==> src/rtl/q100_itcm_arb.sv <==
// Arbitrates IFU fetches and LSU loads/stores onto the single-port ITCM and
// routes each 1-cycle-latency response back to the requester that owns it.
module q100_itcm_arb #(
  parameter int ITCM_DATA_WIDTH = 32,
  parameter int ITCM_ADDR_WIDTH = 12,
  parameter int STARVE_LIMIT    = 4
) (
  input  logic                       clk,
  input  logic                       rst,
  input  logic                       ifu_req_i,
  input  logic [ITCM_ADDR_WIDTH-1:0] ifu_addr_i,
  input  logic                       ifu_flush_i,
  output logic                       ifu_gnt_o,
  output logic                       ifu_rvalid_o,
  output logic [ITCM_DATA_WIDTH-1:0] ifu_rdata_o,
  input  logic                       lsu_req_i,
  input  logic                       lsu_we_i,
  input  logic [ITCM_ADDR_WIDTH-1:0] lsu_addr_i,
  input  logic [ITCM_DATA_WIDTH-1:0] lsu_wdata_i,
  output logic                       lsu_gnt_o,
  output logic                       lsu_rvalid_o,
  output logic [ITCM_DATA_WIDTH-1:0] lsu_rdata_o,
  output logic [ITCM_ADDR_WIDTH-1:0] itcm_addr_o,
  output logic                       itcm_we_o,
  output logic [ITCM_DATA_WIDTH-1:0] itcm_wdata_o,
  input  logic [ITCM_DATA_WIDTH-1:0] itcm_rdata_i
);

  typedef enum logic [1:0] {
    OWN_NONE   = 2'd0,
    OWN_IFU_RD = 2'd1,
    OWN_LSU_RD = 2'd2,
    OWN_LSU_WR = 2'd3
  } owner_e;

  localparam logic [3:0] LIMIT = 4'(STARVE_LIMIT);

  logic [3:0] starve_q, starve_d;
  owner_e     owner_q, owner_d;
  logic       ifu_eff;
  logic       ifu_gnt;
  logic       lsu_gnt;

  // LSU normally wins; IFU is forced through once it has been denied LIMIT times.
  always_comb begin
    ifu_eff = ifu_req_i & ~ifu_flush_i;
    ifu_gnt = 1'b0;
    lsu_gnt = 1'b0;
    if (!rst) begin
      if (ifu_eff && (starve_q == LIMIT)) begin
        ifu_gnt = 1'b1;
      end else if (lsu_req_i) begin
        lsu_gnt = 1'b1;
      end else if (ifu_eff) begin
        ifu_gnt = 1'b1;
      end
    end
  end

  always_comb begin
    starve_d = 4'd0;
    if (ifu_eff && lsu_gnt) begin
      starve_d = (starve_q == LIMIT) ? starve_q : starve_q + 4'd1;
    end
    owner_d = OWN_NONE;
    if (ifu_gnt) begin
      owner_d = OWN_IFU_RD;
    end else if (lsu_gnt) begin
      owner_d = lsu_we_i ? OWN_LSU_WR : OWN_LSU_RD;
    end
  end

  always_ff @(posedge clk) begin
    if (rst) begin
      starve_q <= 4'd0;
      owner_q  <= OWN_NONE;
    end else begin
      starve_q <= starve_d;
      owner_q  <= owner_d;
    end
  end

  assign ifu_gnt_o    = ifu_gnt;
  assign lsu_gnt_o    = lsu_gnt;
  assign itcm_addr_o  = lsu_gnt ? lsu_addr_i : ifu_addr_i;
  assign itcm_we_o    = lsu_gnt & lsu_we_i;
  assign itcm_wdata_o = lsu_wdata_i;

  // Reset in the response cycle kills the response even though owner_q is still set.
  assign ifu_rvalid_o = (owner_q == OWN_IFU_RD) & ~ifu_flush_i & ~rst;
  assign ifu_rdata_o  = ifu_rvalid_o ? itcm_rdata_i : '0;
  assign lsu_rvalid_o = ((owner_q == OWN_LSU_RD) | (owner_q == OWN_LSU_WR)) & ~rst;
  assign lsu_rdata_o  = ((owner_q == OWN_LSU_RD) && !rst) ? itcm_rdata_i : '0;

endmodule

==> config.mk <==
export PLATFORM = sky130hd
export DESIGN_NAME = q100_itcm_arb
export DESIGN_NICKNAME = d
export VERILOG_FILES = /design/src/rtl/q100_itcm_arb.sv
export SDC_FILE = /design/constraint.sdc
export NUM_CORES = 1
export LEC_CHECK = 0
export BUFFER_PORTS_ARGS = -buffer_cell sky130_fd_sc_hd__buf_2
export CAP_MARGIN = 10
export CORE_AREA = 2 2 81 83
export DETAILED_ROUTE_END_ITERATION = 12
export DIE_AREA = 0 0 83 85
export GPL_TIMING_DRIVEN = 0
export PLACE_DENSITY = 0.64
export SLEW_MARGIN = 20
export SYNTH_ARGS = -nofsm -noshare
export SYNTH_HDL_FRONTEND = slang
export SYNTH_SLANG_ARGS = --single-unit
==> constraint.sdc <==
create_clock -name clk -period 1.6 [get_ports clk]
set_clock_uncertainty 0.05 [all_clocks]
set_input_delay 0.24 -clock clk [delete_from_list [all_inputs] [get_ports clk]]
set_output_delay 0.24 -clock clk [all_outputs]
set_load 0.005 [all_outputs]
==> results of run 1 <==
==> layout by cell type (no fill, tap or decap) <==
cell type,Yosys,layout
nand2b_4,1,1
nand4b_1,1,1
dfxtp_1,6,2
ha_4,0,1
clkbuf_8,0,3
mux2_4,7,12
clkbuf_16,0,1
nor4b_4,1,1
xnor2_1,1,1
nor3b_1,1,1
and2_4,0,56
nor2_1,6,6
nor2b_2,1,1
inv_1,6,4
nand3_1,1,1
nand2_1,1,1
nand3b_4,1,1
a21o_1,1,1
mux2i_1,1,1
buf_8,0,2
ha_1,2,1
and2b_4,0,1
inv_2,0,2
and2_1,64,8
a21oi_1,1,1
o21ai_4,1,1
nor2b_4,0,1
buf_2,6,106
buf_6,1,83
buf_4,32,38
dfxtp_2,0,4
==> final cells by class <==
type                       instances  area (um^2)
buffer                            39          327
sequential                         6          125
tap                               77         96.3
fill                             566         3170
inverter                           6         22.5
multi-input combinational         99          943
timing repair buffer             191         1480
clock buffer                       3         41.3
==> kinds of logic (layout without fill, tap and decap cells) <==
kind of cell,Yosys count,in the layout,synth area share
and+or+nand+nor,80,80,0.445
buffers and inverters,45,239,0.256
muxes,13,13,0.145
DFF,6,6,0.101
AOI/OAI and AO/OA,3,3,0.0243
adders and majority gates,2,2,0.0211
xor gates and xnor gates,1,1,0.00739
==> final timing paths <==
| path | from | endpoint | slack, ns | depth (start not counted) |
|---|---|---|---|---|
| max | starve_q[1]$_SDFFE_PP0P_ | itcm_addr_o[4] | -0.30 | 7 |
| min | lsu_we_i | owner_q[0]$_SDFF_PP0_ | 0.24 | 3 |
| max reg2reg | starve_q[1]$_SDFFE_PP0P_ | owner_q[0]$_SDFF_PP0_ | 0.35 | 7 |
| min reg2reg | starve_q[0]$_SDFFE_PP0P_ | starve_q[0]$_SDFFE_PP0P_ | 0.46 | 2 |
==> flip-flops by register name (all words and copies together) (netlist names) <==
name	cells
owner_q	2
starve_q	4
==> per-layer routing <==
layer | up-vias | wire [um] | part of all wire
li1 | 823 | - | -
met5 | - | 0 | 0
met4 | 0 | 86 | 0.016
met2 | 110 | 3070 | 0.57
met3 | 8 | 393 | 0.073
met1 | 758 | 1820 | 0.34
==> worst max-delay path, cell delays in order (launching register included) <==
cell and delay, ns:
dfxtp_2 0.31, inv_2 0.06, ha_4 0.14, nand3b_4 0.09, o21ai_4 0.17, buf_8 0.17
mux2_4 0.32, buf_6 0.12
==> power by group <==
part | internal (mW) | leakage [nW] | switching [mW] | total (mW)
logic | 0.333 | 1.63 | 0.164 | 0.496
registers | 0.155 | 0.0505 | 0.00242 | 0.157
clock network | 0.161 | 0.0216 | 0.0615 | 0.223
total | 0.649 | 1.71 | 0.228 | 0.876
==> timing repair <==
action	CTS	global route
gates resized for setup	52	111
gates cloned	3	3
hold endpoints to repair	0	0
setup buffers	9	2
endpoints found under the setup margin	75	79
pin swaps	11	56
==> results.yml, run 1 <==
grt:
  grtUsageMet1: 0.126
  grt_pass1_vias: 1488
  track_usage: 0.117
  grt_pass1_wl_um: 6970
  grt_max_degree: 11
  met3_usage: 0.0214
  met2_usage: 0.234
  overflow: 0
  top_usage_layer: "met2"
  antenna_found_initial: 0
die:
  floorplan.rows: 29
  initial_core_util: 0.191
  ios: 207
  dieArea_um2: 7060
  core_area_um2: 6200
  die_w_um: 83
  die_h_um: 85
power_and_ir_drop:
  p_total_mw: 0.876
  p_leak_nw: 1.71
  p_per_area_nw_per_um2: 289
  ir_worst_vdd_uv: 227
sta:
  rsz0062_at_grt: "yes"
  worst_pin_slew_ns: 0.203
  drv_slew: 0
  relSlewSlack: 0.864
  period_needed_ns: 1.90
  finalHoldViolCount: 0
  worst_slack_ns: -0.298
  setup_viol: 27
  period_share: 1.19
  tns_ns: -3.64
  whs_ns: 0.236
  fmax_ghz: 0.527
clock_network:
  holdBufCountCts: 0
  cts.sinks: 6
  clock_latency_ns: 0.22
  cts.path.max_buffers: 2
  cts-root-buf: "clkbuf_8"
  clkSlewWorstSetupHoldPaths_ns: 0.04
  htreeDepth: 1
  cts_buffers: 3
  cts_tree: "done"
layout:
  n_antenna_cell: 0
  final_nets: 442
  syn2layout_area_growth_pct: 156
  drive_gt1_frac: 0.916
  final_cells: 421
  fin_util: 0.489
  stdcell_area_um2: 3030
yosys:
  synth_edf_count: 0
  yosysWarnings: 0
  ys_ff_latch: 6
  synth_cell_types: 25
  synth_top_area_frac: 0.338
  synth_ff_type: "dfxtp_1"
  synth_top_area_cell: "and2_1"
  synthTopCellsByCount: "64 x and2_1, 32 x buf_4, 7 x mux2_4"
  yosysSeqAreaShare: 0.101
  synthTopCellsByArea: "and2_1 34%, buf_4 20%, dfxtp_1 10%"
  synth_cells: 150
  synth_area_um2: 1190
  synth.avg_cell_area_um2: 7.91
  synth_nets: 246
  synth.most_common_cell: "and2_1"
  synthArstFlopShare: 0
setup_path:
  required_ns: 1.31
  cp_max_fo: 10
  crit_arrival_ns: 1.61
  crit_path_start_kind: "register"
  crit_type: "reg -> out"
  endpoint_kind: "output port"
drt:
  drt_iter0_markers: 12
  drt_first_pass_iters: 4
  num_vias: 1699
  drc: 0
  avgViaCountPerCell: 4.04
  post_drt_wl_per_cell_um: 12.8
  routed_wirelength_um: 5370
  ant_nets: 0
placement:
  portBuffers: 174
  place_inst: 401
  place.gp.congestion: 0.714
  place_area_um2: 2170
  place_hpwl_um: 3690
  dp_slack_ns: -0.219
min_path:
  min_path_type: "in -> reg"
flow_run:
  drv_cap: 0
status:
  run_status: "finished with violations"
  violations: "negative setup slack"
(Power assumes the default switching activity.)
==> inputs of run 2 (changes only) <==
Settings changed: PLACE_DENSITY 0.64 to unset.
==> run 2 against run 1 <==
Critical path type unchanged. The run still ends with negative setup slack left. Count of clock-buffer cells in the layout unchanged. Register-to-register slack better by 0.03 ns. Setup slack better by 0.028 ns. Global-route usage up 0.14 points. Clock power up 3%. Maximum frequency up 1.5%. Final cell count down 0.48%. Largest cell class unchanged. Largest power group unchanged. Hold slack worse by 0.00079 ns. Design area down 1.0%. Wire length down 5.1%. Total power about the same.
==> results.yml, run 2 (synthesized netlist as in run 1, its figures left out) <==
status:
  run_status: "finished with violations"
  violations: "negative setup slack"
grt:
  grt_max_degree: 9
  grt_pass1_wl_um: 6930
  antenna_found_initial: 0
  grt_pass1_vias: 1486
  overflow: 0
  track_usage: 0.119
clock_network:
  clkSlewWorstSetupHoldPaths_ns: 0.04
  htreeDepth: 1
  cts_tree: "done"
  clock_latency_ns: 0.22
  holdBufCountCts: 0
  cts-root-buf: "clkbuf_8"
  cts.path.max_buffers: 2
  cts_buffers: 3
  cts.sinks: 6
sta:
  relSlewSlack: 0.863
  setup_viol: 49
  period_share: 1.17
  fmax_ghz: 0.535
  worst_pin_slew_ns: 0.204
  tns_ns: -3.85
  rsz0062_at_grt: "yes"
  period_needed_ns: 1.87
  worst_slack_ns: -0.270
  finalHoldViolCount: 0
  drv_slew: 0
drt:
  drt_first_pass_iters: 2
  drt_iter0_markers: 12
  avgViaCountPerCell: 3.97
  drc: 0
  routed_wirelength_um: 5090
  num_vias: 1665
  ant_nets: 0
  post_drt_wl_per_cell_um: 12.2
die:
  ios: 207
  die_h_um: 85
  floorplan.rows: 29
  die_w_um: 83
  dieArea_um2: 7060
  initial_core_util: 0.191
  core_area_um2: 6200
flow_run:
  drv_cap: 0
setup_path:
  crit_type: "reg -> out"
  endpoint_kind: "output port"
  required_ns: 1.31
  crit_path_start_kind: "register"
  crit_arrival_ns: 1.58
  cp_max_fo: 8
power_and_ir_drop:
  swShare: 0.262
  pwr-share-clk: 0.262
  p_leak_nw: 1.69
  p_seq_frac: 0.179
  p_per_area_nw_per_um2: 292
  internal-power_mw: 0.647
  combPwrFrac: 0.559
  ir_worst_vdd_uv: 318
  power.switching_mw: 0.230
layout:
  stdcell_area_um2: 3000
  final_nets: 440
  largest_register: "starve_q"
  fillers: 594
  multi_input_area_um2: 946
  mostFrequentLayoutCells: "106 x buf_2, 85 x buf_6, 57 x and2_4, 36 x buf_4, 12 x mux2_4"
  syn2layout_area_growth_pct: 153
  n_antenna_cell: 0
  drive_gt1_frac: 0.915
  fin_util: 0.484
  largest_reg_flops: 4
  final_common_cell: "buf_2"
  seqCellArea_um2: 124
  largestRegisters: "starve_q: 4 flops, owner_q: 2 flops"
placement:
  place.gp.congestion: 0.695
  portBuffers: 174
  place_hpwl_um: 3540
  place_area_um2: 2170
min_path:
  min_path_type: "in -> reg"
## run 2: changes by cell type in the layout (fill, tap and decap cells not counted)
| cell | previous run | this run |
|---|---|---|
| buf_6 | 83 | 85 |
| and2_1 | 8 | 7 |
| dfxtp_2 | 4 | 3 |
| clkbuf_16 | 1 | 0 |
| buf_4 | 38 | 36 |
| dfxtp_1 | 2 | 3 |
| and2_4 | 56 | 57 |
| buf_8 | 2 | 1 |
## run 2: worst paths after layout
path | from | to | slack [ns] | cells past startpoint
setup / recovery | starve_q[0]$_SDFFE_PP0P_ | itcm_addr_o[5] | -0.27 | 7
hold / removal | lsu_we_i | owner_q[0]$_SDFF_PP0_ | 0.23 | 3
setup reg to reg | starve_q[0]$_SDFFE_PP0P_ | owner_q[1]$_SDFF_PP0_ | 0.38 | 7
hold reg to reg | starve_q[0]$_SDFFE_PP0P_ | starve_q[0]$_SDFFE_PP0P_ | 0.47 | 2
## run 2: cell type report
type	count	area share
Buffer	39	0.108
Tap cell	77	0.0321
Inverter	6	0.00750
Clock buffer	3	0.0138
Sequential cell	6	0.0413
Timing Repair Buffer	189	0.483
Multi-Input combinational cell	99	0.315
## run 2: power by group through the flow
stage	sequential (mW)	combinational, mW	clock [mW]
6_report	0.157	0.490	0.230
5_1_grt	0.157	0.529	0.245
4_1_cts	0.157	0.437	0.239
3_5_place_dp	0.159	0.353	0
3_3_place_gp	0.159	0.349	0
2_1_floorplan	0.159	0.169	0
## run 2: per-layer routing
layer,wire length [um],GRT usage,part of all wire,vias to the layer above
met4,53,0.0417,0.010,0
met1,1690,0.127,0.33,742
met3,411,0.0243,0.081,4
met2,2930,0.229,0.58,104
met5,0,0,0,-
li1,-,-,-,815
## run 2: repair_timing
item | CTS | global route
resized for setup | 74 | 87
setup endpoints to repair | 77 | 79
pin swaps | 44 | 22
gates cloned | 6 | 0
buffers inserted | 8 | 2
## run 2: per-stage QoR
stage                     hold slack (ns)  instances  worst slack, ns  power (mW)
final                               0.235        419           -0.270       0.877
after CTS                           0.232        417           -0.288       0.833
after floorplan                     0.259        150          0.00683       0.328
after detailed placement            0.384        401           -0.200       0.512
after global routing                0.253        419           -0.333       0.932
after global placement              0.385        401           -0.191       0.508
## run 2: worst max-delay path, stage by stage, from the launching register on
cell and delay, ns:
dfxtp_2 0.31, inv_2 0.06, ha_4 0.14, nand3b_4 0.08, o21ai_4 0.17, buf_8 0.16, mux2_4 0.31, buf_6 0.12
